## src/rtl/cordic_pkg.sv

```systemverilog
// cordic_pkg: shared constants, state encoding and arctangent table for the CORDIC blocks.
//   Angle scale is radians * 2^14, so 12867 = pi/4, 25736 = pi/2 and 51472 = pi.
//   No ports; imported by vec_atan_rom and cordic_vector.
package cordic_pkg;

    localparam int ANGLE_FRAC = 14;
    localparam int HALF_PI    = 25736;
    localparam int PI         = 51472;
    localparam int ATAN_DEPTH = 14;

    // Magnitude growth of the full 14-step rotation chain; documentation only.
    localparam real CORDIC_GAIN = 1.64676;

    typedef enum logic [1:0] {
        S_IDLE,
        S_PRE,
        S_ITER,
        S_DONE
    } state_t;

    // atan(2^-i) in the shared angle scale; indices past the table read as 0.
    function automatic logic [15:0] atan_entry(input logic [3:0] idx);
        case (idx)
            4'd0:    atan_entry = 16'd12867;
            4'd1:    atan_entry = 16'd7596;
            4'd2:    atan_entry = 16'd4013;
            4'd3:    atan_entry = 16'd2037;
            4'd4:    atan_entry = 16'd1022;
            4'd5:    atan_entry = 16'd511;
            4'd6:    atan_entry = 16'd255;
            4'd7:    atan_entry = 16'd127;
            4'd8:    atan_entry = 16'd63;
            4'd9:    atan_entry = 16'd31;
            4'd10:   atan_entry = 16'd15;
            4'd11:   atan_entry = 16'd7;
            4'd12:   atan_entry = 16'd3;
            4'd13:   atan_entry = 16'd1;
            default: atan_entry = 16'd0;
        endcase
    endfunction

endpackage

```

## src/rtl/vec_atan_rom.sv

```systemverilog
// vec_atan_rom: registered arctangent table with read enable and one-cycle read latency.
//   clk   : rising-edge clock
//   rst_n : synchronous active-low reset, clears the output register
//   en    : read enable; data holds its value while low
//   addr  : 4-bit table index
//   data  : atan(2^-addr) in rad * 2^14, zero for addr > 13
module vec_atan_rom
    import cordic_pkg::*;
(
    input  logic        clk,
    input  logic        rst_n,
    input  logic        en,
    input  logic [3:0]  addr,
    output logic [15:0] data
);

    always_ff @(posedge clk) begin
        if (!rst_n)
            data <= '0;
        else if (en)
            data <= atan_entry(addr);
    end

endmodule

```

## src/rtl/cordic_vector.sv

```systemverilog
// cordic_vector: iterative vectoring-mode CORDIC, (x, y) -> atan2(y, x) and gain-scaled magnitude.
//   clk       : rising-edge clock
//   rst_n     : synchronous active-low reset
//   in_valid  : request, accepted only while in_ready = 1
//   in_ready  : block idle
//   x_in/y_in : signed Cartesian input, DW bits
//   out_valid : one-cycle result strobe
//   angle_out : signed angle in rad * 2^14, range +/-51472
//   mag_out   : magnitude times the CORDIC gain, non-negative
module cordic_vector
    import cordic_pkg::*;
#(
    parameter int ITER = 14,
    parameter int DW   = 16
) (
    input  logic                 clk,
    input  logic                 rst_n,
    input  logic                 in_valid,
    output logic                 in_ready,
    input  logic signed [DW-1:0] x_in,
    input  logic signed [DW-1:0] y_in,
    output logic                 out_valid,
    output logic signed [DW+1:0] angle_out,
    output logic signed [DW+1:0] mag_out
);

    localparam int W = DW + 2;

    state_t              state;
    logic signed [W-1:0] x;
    logic signed [W-1:0] y;
    logic signed [W-1:0] z;
    logic [3:0]          idx;
    logic                zero;
    logic                rom_en;
    logic [3:0]          rom_addr;
    logic [15:0]         atan;
    logic signed [W-1:0] atan_s;
    logic                x_neg;
    logic                y_neg;

    // The table is read one cycle ahead of use: index 0 in PRE, index i+1 while iterating on i.
    assign rom_en   = (state == S_PRE) || (state == S_ITER);
    assign rom_addr = (state == S_ITER) ? idx + 4'd1 : 4'd0;
    assign atan_s   = W'(atan);
    assign x_neg    = x[W-1];
    assign y_neg    = y[W-1];

    vec_atan_rom u_rom (
        .clk   (clk),
        .rst_n (rst_n),
        .en    (rom_en),
        .addr  (rom_addr),
        .data  (atan)
    );

    always_ff @(posedge clk) begin
        if (!rst_n) begin
            state     <= S_IDLE;
            in_ready  <= 1'b1;
            out_valid <= 1'b0;
            angle_out <= '0;
            mag_out   <= '0;
            x         <= '0;
            y         <= '0;
            z         <= '0;
            idx       <= '0;
            zero      <= 1'b0;
        end else begin
            out_valid <= 1'b0;
            case (state)
                S_IDLE: begin
                    if (in_valid) begin
                        x        <= W'(x_in);
                        y        <= W'(y_in);
                        zero     <= (x_in == '0) && (y_in == '0);
                        in_ready <= 1'b0;
                        state    <= S_PRE;
                    end
                end
                S_PRE: begin
                    // Left half-plane vectors are turned by -/+90 deg into the right half-plane
                    // so the micro-rotations (which converge only within ~+/-99 deg) can finish.
                    x     <= !x_neg ? x : (!y_neg ? y : -y);
                    y     <= !x_neg ? y : (!y_neg ? -x : x);
                    z     <= !x_neg ? '0 : (!y_neg ? W'(HALF_PI) : -W'(HALF_PI));
                    idx   <= '0;
                    state <= S_ITER;
                end
                S_ITER: begin
                    x     <= y_neg ? x - (y >>> idx) : x + (y >>> idx);
                    y     <= y_neg ? y + (x >>> idx) : y - (x >>> idx);
                    z     <= y_neg ? z - atan_s : z + atan_s;
                    idx   <= idx + 4'd1;
                    state <= (idx == 4'(ITER - 1)) ? S_DONE : S_ITER;
                end
                S_DONE: begin
                    // A zero vector has no defined angle; the rotations would drift z, so force 0.
                    angle_out <= zero ? '0 : z;
                    mag_out   <= zero ? '0 : x;
                    out_valid <= 1'b1;
                    in_ready  <= 1'b1;
                    state     <= S_IDLE;
                end
                default: state <= S_IDLE;
            endcase
        end
    end

endmodule
```

## config.mk

```make
export PLATFORM = sky130hd
export DESIGN_NAME = cordic_vector
export DESIGN_NICKNAME = d
export VERILOG_FILES = /design/src/rtl/cordic_pkg.sv /design/src/rtl/vec_atan_rom.sv /design/src/rtl/cordic_vector.sv
export SDC_FILE = /design/constraint.sdc
export NUM_CORES = 1
export LEC_CHECK = 0
export ABC_AREA = 1
export CAP_MARGIN = 20
export CORE_MARGIN = 5
export CORE_UTILIZATION = 40
export CTS_BUF_LIST = sky130_fd_sc_hd__clkbuf_4 sky130_fd_sc_hd__clkbuf_8
export DETAILED_ROUTE_END_ITERATION = 7
export GPL_TIMING_DRIVEN = 0
export RECOVER_POWER = 100
export SLEW_MARGIN = 20
export SYNTH_ARGS = -nofsm -noshare
export SYNTH_HDL_FRONTEND = slang
export SYNTH_SLANG_ARGS = --single-unit
```

## constraint.sdc

```tcl
create_clock -name clk -period 6.3 [get_ports clk]
set_input_delay 1.26 -clock clk [delete_from_list [all_inputs] [get_ports clk]]
set_output_delay 1.26 -clock clk [all_outputs]
set_load 0.01 [all_outputs]
```

==> impl_results.md, run 1 <==
* Final core utilization at 46.6%
* Endpoint arrival time on the critical path at 5.76 ns
* Post-DRT Antenna Nets at 0
* Overflow after GRT at 0
* Slew margin rel. at 34.3%
* Setup Buffers After CTS at 0
* RSZ-0062 raised after global routing: false
* Port bufs at 72
* Final setup viols at 0
* Post-synth top flop: dfxtp_1
* Tmin final at 5.46 ns
* Routed vias/inst at 5.81
* Drt drc at 0
* Critical path type: reg -> reg
* Post-synthesis area per instance at 6.11 µm²
* Max Cap Viol at 0
* 1st-iter DRT viols at 1574
* R2r setup slk at 0.84 ns
* Synthesized area at 10600 µm²
* Initial core utilization at 40.6%
* Hold Violations, Final at 0
* Worst path cell trace: buf_2 > clkinv_1 > clkbuf_1 > clkbuf_1 > clkbuf_1 > nand2_1 > xor2_1 > inv_1 > ha_1 > a21o_1 > o21ai_0 > o211ai_1 > a21oi_1 > nor3_1 > nor2_1 > o21ai_0 > or2_2 > nand2_1 > a21oi_1
* Clk slew on worst S/H paths at 0.08 ns
* Post-CTS sizing at 0
* Total Wirelength at 47400 µm
* Initial antenna violation count at 1
* Chip height at 173 µm
* WL/cell at 21.8 µm
* Clk_lat worst skew at 0.45 ns
* Crit. End Element: flop
* DR vias at 12600
* Area share of the largest cell type after synthesis at 21.4%
* Max-slew violation count at 0
* Worst slew pin tran at 0.986 ns
* Largest net degree at the start of global routing at 17
* Clock Path Buffers at 2
* CP Launch Type: flop
* Worst Skew at 0.0213 ns
* Die ar. at 29800 µm²
* Synthesized net count at 1835
* Max FO, Critical Path at 10
* Max Clock Freq at 0.183 GHz
* Cell count after synthesis at 1732
* Buf/Inv on CP at 6
* Setup TNS Final at 0 ns
* Total Routing Usage GR at 30.3%
* CP Data Required Time at 6.60 ns
* P&R area growth vs syn at 14.8%
* Global placement routability congestion at 0.994
* Post-synth top area cell: dfxtp_1
* Num rows at 59
* # hold bufs at CTS at 0
* Antenna diodes at 0
* Status: finished clean
* Seq/Total Area, Yosys at 21.4%
* Slowest stage delay, CP at 0.65 ns
* Synth async-reset ratio at 0%
* Post-synth EDFFs at 0
* Vias in the first global route at 11600
* Critical path's slowest cell: clkbuf_1
* Core area at 26100 µm²
* Root Driver: clkbuf_8
* Synth area leaders: dfxtp_1 21%, nand2_1 16%, a21oi_1 9.0%, ha_1 7.7%, nand3_1 7.4%
* DR pass1 iterations at 8
* Top Ports at 73
* Layout Nets at 1926
* Share of post-route cells with drive strength above 1 at 5.12%
* H-tree levels at 4
* FF+latch count, synth at 113
* Die Wd at 173 µm
* CTS tree: built
* Count of cell types in the netlist at 54
* Crit-path leading delay family: buffers and inverters
* Hpwl dp at 37200 µm
* Synthesis Warnings at 0
* Period utilisation layout at 86.6%
* First-pass GRT wire length at 70700 µm
* Top cell by count, worst path: clkbuf_1
* Num CTS Buffers at 17
* Worst hold-check path type: reg -> reg
* CTS sink count at 113
==> cell usage after synthesis, types with 17 or more instances <==
cell type,number
a21oi_1,191
a31oi_1,18
clkbuf_1,44
dfxtp_1,113
ha_1,65
inv_1,155
nand2_1,456
nand3_1,157
nor2_1,105
nor3_1,29
o211ai_1,27
o21ai_0,131
or2_2,17
xor2_1,42
==> cell usage in the layout (no fill, tap or decap), drive strengths merged, types with 29 or more instances in the layout <==
cell type        n
a21oi          192
buf             29
clkbuf          70
clkdlybuf4s50   31
dfxtp          113
dlygate4sd3     41
ha              65
inv            163
nand2          461
nand3          158
nor2           107
nor3            31
o21ai          152
xor2            42
==> per-layer routing <==
layer,global-route usage [%],wire [µm],vias up
li1,-,-,6079
met1,44.6,21600,5782
met2,45.1,19400,656
met3,5.04,4650,90
met4,9.51,1730,0
met5,0,0,-
==> worst register-to-register path, cell delays in order, from the launching register on <==
cell and delay (ns):
dfxtp_1 0.42, buf_2 0.28, clkinv_1 0.32, clkbuf_1 0.52, clkbuf_1 0.60, clkbuf_1 0.65, nand2_1 0.15, xor2_1 0.16
inv_1 0.11, ha_1 0.34, a21o_1 0.21, o21ai_0 0.18, o211ai_1 0.17, a21oi_1 0.40, nor3_1 0.09, nor2_1 0.18
o21ai_0 0.13, or2_2 0.29, nand2_1 0.07, a21oi_1 0.06
==> worst paths after layout <==
path                            cells past startpoint          from            to
worst max-delay path                               19         y[17]         z[15]
worst min-delay path                                2  angle_out[0]  angle_out[0]
worst max register to register                     19         y[17]         z[15]
worst min register to register                      2  angle_out[0]  angle_out[0]
==> cell families after synthesis <==
| kind of cell | after synthesis | share of synthesized area, % |
|---|---|---|
| AOI/OAI and AO/OA | 448 | 24.1 |
| xor gates and xnor gates | 56 | 4.64 |
| adders and majority gates | 68 | 8.26 |
| buffers and inverters | 243 | 9.32 |
| DFF | 113 | 21.4 |
| muxes | 1 | 0.106 |
| and+or+nand+nor | 803 | 32.2 |
==> registers in the layout, indices dropped and copies added (netlist names) <==
| signal | count |
|---|---|
| y | 18 |
| out_valid | 1 |
| x | 18 |
| zero | 1 |
| u_rom.data | 14 |
| state | 2 |
| mag_out | 18 |
| angle_out | 18 |
| idx | 4 |
| z | 18 |
| in_ready | 1 |
==> stage by stage <==
stage,instance area [µm²],std cells,hold WS [ns],setup slack (ns)
after floorplan,10600,1732,0.445,2.77
after global placement,11700,2139,0.453,0.904
after detailed placement,11700,2139,0.455,0.974
after CTS,12100,2171,0.468,0.958
after global routing,12100,2171,0.486,0.625
final,12100,2171,0.462,0.842
==> cell type report <==
| class | count | area [µm²] |
|---|---|---|
| clock inverters | 14 | 176 |
| inverters | 162 | 611 |
| fillers | 2887 | 13900 |
| multi-input cells | 1376 | 7330 |
| flip-flops and latches | 113 | 2260 |
| clock buffers | 18 | 248 |
| well taps | 335 | 419 |
| plain buffers | 81 | 374 |
| repair buffers | 72 | 721 |
Power of run 1 is not shown: default switching activity piles up to over one toggle a cycle in this logic, so the estimate is an artifact.
==> run 2, diff against run 1 <==
SLEW_MARGIN = default   (was 20)
SYNTH_HIERARCHICAL = 1   (was default)
==> run 2 against run 1 <==
  * Non-clock buffer count increased by 8
  * Highest routed layer unchanged
  * Core utilization decreased by 0.10 points
  * Global-route usage decreased by 0.69 points
==> impl_results.md, run 2 <==
* Status: finished clean
* Setup Buffers After CTS at 0
* Max-slew violation count at 0
* Initial core utilization at 40.6%
* 1st-iter DRT viols at 1280
* Leading cell type in the layout, fill and taps excluded: nand2_1
* Top cell by count, worst path: nand2_1
* Seq/Total Area, Yosys at 20.7%
* Worst hold-check path type: reg -> reg
* Multi-input logic area at 7560 µm²
* Design Area, Final at 12500 µm²
* Final setup viols at 0
* Synth async-reset ratio at 0%
* Worst Skew at 0.0126 ns
* Hold Violations, Final at 0
* Num CTS Buffers at 17
* CTS tree: built
* Post-synth top area cell: dfxtp_1
* Vias in the first global route at 11700
* Commonest non-fill, non-tap cells in the layout: 445 x nand2_1, 201 x a21oi_1, 198 x nand3_1
* Drt drc at 0
* Slowest stage delay, CP at 0.91 ns
* Period utilisation layout at 88.9%
* Post-synth EDFFs at 0
* WL/cell at 21.1 µm
* Tmin final at 5.60 ns
* Clk slew on worst S/H paths at 0.07 ns
* Critical path type: reg -> reg
* H-tree levels at 4
* Global placement routability congestion at 1.06
* Routed vias/inst at 5.85
* Top Ports at 73
* Num rows at 60
* Die ar. at 30700 µm²
* Synth area leaders: dfxtp_1 21%, nand2_1 15%, a21oi_1 9.2%, nand3_1 9.1%, ha_1 7.6%
* Post-synthesis area per instance at 6.10 µm²
* Worst path cell trace: clkbuf_1 > clkinv_1 > clkbuf_1 > clkbuf_1 > o21ai_0 > xnor2_1 > inv_1 > ha_1 > nand2_1 > nor2_1 > nand2_1 > o21ai_0 > nand3_1 > o21bai_1 > nand2_1 > nand3_1 > nand2_1 > o21ai_0 > nand2_1 > a21oi_1
* Crit. End Element: flop
* Cell Area, Placed at 12100 µm²
* Overflow after GRT at 0
* Core area at 26900 µm²
* Clock Path Buffers at 2
* Fillers at 2902
* Root Driver: clkbuf_8
* CP Data Required Time at 6.67 ns
* Total Wirelength at 47300 µm
* Worst slew pin tran at 1.17 ns
* Buf/Inv on CP at 5
* CP Launch Type: flop
* Hpwl dp at 37100 µm
* RSZ-0062 raised after global routing: false
* Max Clock Freq at 0.179 GHz
* Crit-path leading delay family: buffers and inverters
* Critical path's slowest cell: clkbuf_1
* Count leader, synth: nand2_1
* Initial antenna violation count at 1
* CTS sink count at 113
* Post-CTS sizing at 0
* First-pass GRT wire length at 70300 µm
* Slew margin rel. at 21.9%
* Chip height at 175 µm
* Port bufs at 72
* Cell count after synthesis at 1790
* Area share of the largest cell type after synthesis at 20.7%
* Largest net degree at the start of global routing at 17
* Layout Nets at 1986
* Setup TNS Final at 0 ns
* Max Cap Viol at 0
* Synthesis Warnings at 20
* DR pass1 iterations at 8
* P&R area growth vs syn at 14.5%
* Endpoint arrival time on the critical path at 5.97 ns
* Count of cell types in the netlist at 55
* DR vias at 13100
* Synth top cells by count: 443 x nand2_1, 201 x a21oi_1, 198 x nand3_1
* Synthesized area at 10900 µm²
* FF+latch count, synth at 113
* Share of post-route cells with drive strength above 1 at 6.49%
* Die Wd at 175 µm
* Max FO, Critical Path at 10
* # hold bufs at CTS at 0
* Clk_lat worst skew at 0.44 ns
* Total Routing Usage GR at 29.6%
* Reg area at 2260 µm²
* Post-synth top flop: dfxtp_1
* Post-DRT Antenna Nets at 0
==> run 2: cell count changes after synthesis, sizes merged, moves of 4 or more <==
cell / before / now
a21oi: 192 / 203
buf: 37 / 45
clkinv: 3 / 7
nand3: 158 / 202
nand4: 14 / 18
nor2: 107 / 114
nor3: 31 / 25
nor4: 9 / 13
o21ai: 152 / 159
or2: 18 / 13
xor2: 42 / 33
==> run 2: kinds of logic (layout without fill, tap and decap cells) <==
group / count (synthesis) / count (layout) / synth area share, %
flip-flops: 113 / 113 / 20.7
adder cells (fa/ha/maj): 69 / 69 / 8.12
multiplexers: 1 / 1 / 0.103
AO/OA/AOI/OAI: 452 / 452 / 23.3
other: 1 / 3 / 0.0344
buffers and inverters: 258 / 362 / 9.91
XOR/XNOR: 48 / 48 / 3.85
AND/OR/NAND/NOR: 848 / 848 / 34.0
==> run 2: final timing paths <==
check             cells past startpoint  slack, ns     endpoint        start
setup / recovery                     20       0.70        y[15]        y[17]
hold / removal                        2       0.46  mag_out[14]  mag_out[14]
setup reg to reg                     20       0.70        y[15]        y[17]
hold reg to reg                       2       0.46  mag_out[14]  mag_out[14]
==> run 2: layer usage <==
metal | share of wire [%] | GRT usage [%] | vias up
met1 | 46 | 42.7 | 6059
li1 | - | - | 6284
met5 | 0 | 0 | -
met2 | 42 | 44.6 | 639
met4 | 3.6 | 10.3 | 0
met3 | 9.0 | 4.93 | 95
==> run 2: worst min-delay path, stage by stage (launching register included) <==
cell and delay, ns:
dfxtp_1 0.31, nand2_1 0.06, a21oi_1 0.05
==> run 2: layout make-up <==
cell class | count | area share (%)
inverter | 169 | 5.14
timing repair buffer | 72 | 5.77
tap | 341 | 3.41
antenna | 1 | 0.0200
multi-input combinational | 1420 | 60.5
sequential | 113 | 18.1
clock inverter | 13 | 1.48
clock buffer | 19 | 2.04
buffer | 89 | 3.50
==> run 2: metrics by stage <==
step	std cells	setup WS, ns	hold slack (ns)	utilization (%)
floorplan	1791	2.79	0.448	-
global placement	2204	0.970	0.453	44.9
detailed placement	2204	0.981	0.455	44.9
CTS	2236	0.917	0.466	46.5
global route	2236	0.517	0.477	46.5
finish	2237	0.700	0.462	46.5
Power of run 2 is left out for the same reason.
